$ cat config.mk
export PLATFORM = sky130hd
export DESIGN_NAME = viterbi_decoder
export DESIGN_NICKNAME = d
export VERILOG_FILES = /design/src/rtl/viterbi_pkg.sv /design/src/rtl/acs_unit.sv /design/src/rtl/viterbi_decoder.sv
export SDC_FILE = /design/constraint.sdc
export NUM_CORES = 1
export LEC_CHECK = 0
export BUFFER_PORTS_ARGS = -buffer_cell sky130_fd_sc_hd__buf_2
export CAP_MARGIN = 20
export CORE_ASPECT_RATIO = 1.4
export CORE_MARGIN = 4
export CORE_UTILIZATION = 55
export CTS_BUF_LIST = sky130_fd_sc_hd__clkbuf_4 sky130_fd_sc_hd__clkbuf_8
export CTS_CLUSTER_SIZE = 12
export DETAILED_ROUTE_END_ITERATION = 8
export PLACE_DENSITY = 0.81
export SYNTH_ARGS = -nofsm -noshare
export SYNTH_HDL_FRONTEND = slang
export SYNTH_SLANG_ARGS = --single-unit
$ cat constraint.sdc
create_clock -name clk -period 11.36 [get_ports clk]
set_clock_uncertainty 0.2 [all_clocks]
set_input_delay 1.704 -clock clk [delete_from_list [all_inputs] [get_ports clk]]
set_output_delay 1.704 -clock clk [all_outputs]
set_load 0.01 [all_outputs]
$ cat src/rtl/viterbi_pkg.sv
// Shared types and code definition for the K=3, rate-1/2 (7,5) link.
// Used by conv_encoder (tx) and viterbi_decoder (rx).
package viterbi_pkg;

    localparam int         K       = 3;
    localparam int         NSTATES = 4;
    localparam logic [2:0] G0      = 3'b111;
    localparam logic [2:0] G1      = 3'b101;

    // {previous bit, bit before that}
    typedef logic [1:0] state_t;

    // Channel symbol {g0, g1} emitted when bit b leaves state s.
    function automatic logic [1:0] exp_sym(state_t s, logic b);
        logic [2:0] w_reg;
        w_reg = {b, s};
        return {^(w_reg & G0), ^(w_reg & G1)};
    endfunction

    // Hamming distance between two symbols (0..2).
    function automatic logic [1:0] sym_dist(logic [1:0] a, logic [1:0] b);
        logic [1:0] w_x;
        w_x = a ^ b;
        return {1'b0, w_x[1]} + {1'b0, w_x[0]};
    endfunction

endpackage

$ cat src/rtl/acs_unit.sv
// Compare-select for one trellis state.
// Ports: i_cand0/i_cand1 candidate metrics, o_pm winner, o_sel 1 = cand1 won.
module acs_unit #(
    parameter int PM_W = 8
) (
    input  logic [PM_W-1:0] i_cand0,
    input  logic [PM_W-1:0] i_cand1,
    output logic [PM_W-1:0] o_pm,
    output logic            o_sel
);

    // Strict compare: a tie keeps candidate 0.
    assign o_sel = (i_cand1 < i_cand0);
    assign o_pm  = o_sel ? i_cand1 : i_cand0;

endmodule

$ cat src/rtl/viterbi_decoder.sv
// Hard-decision register-exchange Viterbi decoder for the (7,5) K=3 code.
// Ports: clk, rst (async low), enable, d_in symbol -> d_out decoded bit.
module viterbi_decoder
    import viterbi_pkg::*;
#(
    parameter int TB_DEPTH = 16,
    parameter int PM_W     = 8
) (
    input  logic       clk,
    input  logic       rst,
    input  logic       enable,
    input  logic [1:0] d_in,
    output logic       d_out
);

    localparam logic [PM_W-1:0] PM_INIT = PM_W'(16);

    logic [NSTATES-1:0][PM_W-1:0]     r_pm;
    logic [NSTATES-1:0][TB_DEPTH-1:0] r_surv;
    logic                             r_dout;

    logic [NSTATES-1:0][PM_W-1:0]     w_pm_new;
    logic [NSTATES-1:0]               w_sel;
    logic [NSTATES-1:0][TB_DEPTH-1:0] w_surv_new;
    logic [PM_W-1:0]                  w_min;
    state_t                           w_min_idx;

    // Next state n = {b, p} is reached from {p,0} or {p,1} on input b.
    for (genvar n = 0; n < NSTATES; n++) begin : g_acs
        localparam logic [1:0] NS = 2'(n);
        localparam state_t     PA = {NS[0], 1'b0};
        localparam state_t     PB = {NS[0], 1'b1};
        localparam logic       B  = NS[1];

        logic [PM_W-1:0] w_c0;
        logic [PM_W-1:0] w_c1;

        assign w_c0 = r_pm[PA] + PM_W'(sym_dist(d_in, exp_sym(PA, B)));
        assign w_c1 = r_pm[PB] + PM_W'(sym_dist(d_in, exp_sym(PB, B)));

        acs_unit #(
            .PM_W (PM_W)
        ) u_acs (
            .i_cand0 (w_c0),
            .i_cand1 (w_c1),
            .o_pm    (w_pm_new[n]),
            .o_sel   (w_sel[n])
        );

        assign w_surv_new[n] = w_sel[n]
            ? {r_surv[PB][TB_DEPTH-2:0], B}
            : {r_surv[PA][TB_DEPTH-2:0], B};
    end

    // Lowest index wins a tie because the compare is strict.
    always_comb begin
        w_min     = w_pm_new[0];
        w_min_idx = '0;
        for (int i = 1; i < NSTATES; i++) begin
            if (w_pm_new[i] < w_min) begin
                w_min     = w_pm_new[i];
                w_min_idx = state_t'(i);
            end
        end
    end

    always_ff @(posedge clk or negedge rst) begin
        if (!rst) begin
            r_pm   <= {PM_INIT, PM_INIT, PM_INIT, {PM_W{1'b0}}};
            r_surv <= '0;
            r_dout <= 1'b0;
        end else if (enable) begin
            for (int i = 0; i < NSTATES; i++) begin
                r_pm[i] <= w_pm_new[i] - w_min;
            end
            r_surv <= w_surv_new;
            r_dout <= w_surv_new[w_min_idx][TB_DEPTH-1];
        end
    end

    assign d_out = r_dout;

endmodule

==> impl_metrics.toml <==
[detailed_routing]
drtIter0Drc = 831
drc = 0
routed_wl_mm = 28.03
first_pass_iters = 5
wl_per_cell_um = 20.19
drt-vias-per-instance = 6.210
num_vias = 8620
ant_nets = 0

[yosys]
ys_types = 92
syn_nets = 1079
yosys_warnings = 0
synth_top_cell_area_share_pct = 24.78
synth_area_leaders = "dfrtp_1, ha_1, mux2i_1"
ys_top_cells_by_count = "nor2_1, a21oi_1, dfrtp_1"
yosysTopAreaCell = "dfrtp_1"
netlist_area_um2 = 8583
post_synth.cell_area_avg_um2 = 8.575
ys_seq_area_share_pct = 25.70
syn-instance-count = 1001
synth_edf_count = 0
synthArstFlopShare_pct = 100.0
synth_most_common_cell = "nor2_1"
synthFlopType = "dfrtp_1"
ys_ff_latch = 88

[worst_setup_path]
worstPathArrival_ns = 12.07
worst_setup_path_start_kind = "input pin"
crit_type = "input pin to register"
worstPathMaxFanout = 8
critPathTopFamily = "compound AO/OA/AOI/OAI gates"
crit_top_cell = "a21o_1"
critPathSlowestCell = "a2111oi_4"
worstPathRequired_ns = 11.48
crit_buf_inv = 10
endpoint_kind = "register"
critPathMaxStageDelay_ns = 0.48

[timing]
min_period_ns = 11.94
slew_violations = 0
fmax_mhz = 83.74
slew_headroom_pct = 43.51
rsz0062_at_grt = "yes"
worst_slew_pin_slew_ns = 0.8474
period_share_pct = 105.1
fin_ws_ns = -0.5818
setup_violations = 20
finalHoldViolations = 0

[clocking]
cts_tree = "built"
cts-root-buf = "clkbuf_8"
clkTransAtPathRegs_ns = 0.11
htreeDepth = 3
cts_buffers = 9
cts_hold_buf = 0
clockBufferDepth = 2
cts.sinks = 88
clk_latency_ns = 0.39

[run_status]
violations = "setup timing"
outcome = "complete, but fails checks"

[die]
die_y_um = 155.8
start_util_pct = 56.52
rows = 53
die_w_um = 113.6
die_area_um2 = 17700
coreArea_um2 = 15190
io_pins = 6

[grt]
grt_pass1_wl_mm = 40.15
grt_start_max_net_pins = 88
grt_overflow_total = 0
grt_pass1_vias = 8396
antenna_found_initial = 0
grt_usage_pct = 28.11

[place]
dp_slack_ns = -1.100
port_buffers = 5
place_hpwl_mm = 18.58
place.gp.congestion = 0.9311
dp.cells = 1343

[cells_and_area]
drive_gt1_share_pct = 34.20
n_fill_cell = 957
area_growth_pct = 31.08
insertedDiodeCount = 0
fin_nets = 1269
instances_no_fill = 1388
final_core_util_pct = 74.09

[min_path]
hp-class = "register to register"

[job]
maxCapViolations = 0
==> placed cells by master (no fill, tap or decap), drive strengths merged, types with 4 or more instances in the layout <==
cell,n
mux2,18
xnor2,67
o211ai,14
dfrtp,85
nand4,12
xor2,27
a31oi,5
maj3,11
nand2,52
o21ai,38
nand3,14
mux2i,80
clkbuf,9
nor2,133
buf,224
o2111ai,4
nand2b,7
or2,6
a211oi,5
nor2b,15
o311ai,4
o21a,10
a21o,24
a2111oi,5
nor3,13
inv,56
and2,5
or3,5
ha,73
and3,14
a21oi,104
==> metal layers <==
layer  vias to the layer above  track usage (%)  routed length, um
met4                         0            17.93               2602
met5                         -                0                  0
met1                      4086            31.41              10010
li1                       3945                -                  -
met3                       193            2.716               1561
met2                       396            50.55              13860
==> per-stage QoR <==
stage | instance area (um^2) | TNS [ns] | hold WS, ns
2_1_floorplan | 8853 | -18.34 | 0.2394
3_3_place_gp | 10300 | -9.089 | 0.2528
3_5_place_dp | 10300 | -19.80 | 0.2587
4_1_cts | 10680 | -1.718 | 0.2804
5_1_grt | 11250 | -15.83 | 0.2933
6_report | 11250 | -6.437 | 0.2778
==> path summary, 6_finish.rpt <==
kind,slack [ns],endpoint,from,depth (start not counted)
setup / recovery,-0.58,r_pm[22],d_in[1],56
hold / removal,0.28,r_surv[48],r_surv[48],1
setup reg to reg,0.59,r_pm[22],r_pm[9],52
hold reg to reg,0.28,r_surv[48],r_surv[48],1
max in group asynchronous,8.80,r_surv[18],rst,2
min in group asynchronous,1.11,r_surv[41],rst,1
==> logic make-up after synthesis <==
family | count (synthesis) | synth area share [%]
DFF | 88 | 25.70
xor gates and xnor gates | 94 | 9.592
muxes | 98 | 12.11
buffers and inverters | 100 | 4.956
adders and majority gates | 84 | 12.04
and+or+nand+nor | 287 | 15.73
AOI/OAI and AO/OA | 250 | 19.87
==> sequential cells by signal, indices dropped and copies added (netlist names) <==
signal	count
r_surv	55
d_out	1
r_pm	32
==> repair_timing <==
| item | CTS | global route |
|---|---|---|
| setup endpoints to repair | 21 | 28 |
| pin swaps | 22 | 47 |
| setup buffers | 9 | 22 |
| gates resized for setup | 19 | 93 |
==> layout make-up <==
type                            count  area (um^2)  share of cell area [%]
Clock buffer                        9        123.9                   1.101
Clock inverter                      7        88.84                  0.7896
Inverter                           55        212.7                   1.891
Multi-Input combinational cell    813         6643                   59.04
Sequential cell                    88         2206                   19.61
Tap cell                          192        240.2                   2.135
Timing Repair Buffer              224         1737                   15.44
Power is left out: the tool's default activity adds up to more than one toggle a clock period on the data nets, which glitch-free logic cannot reach.
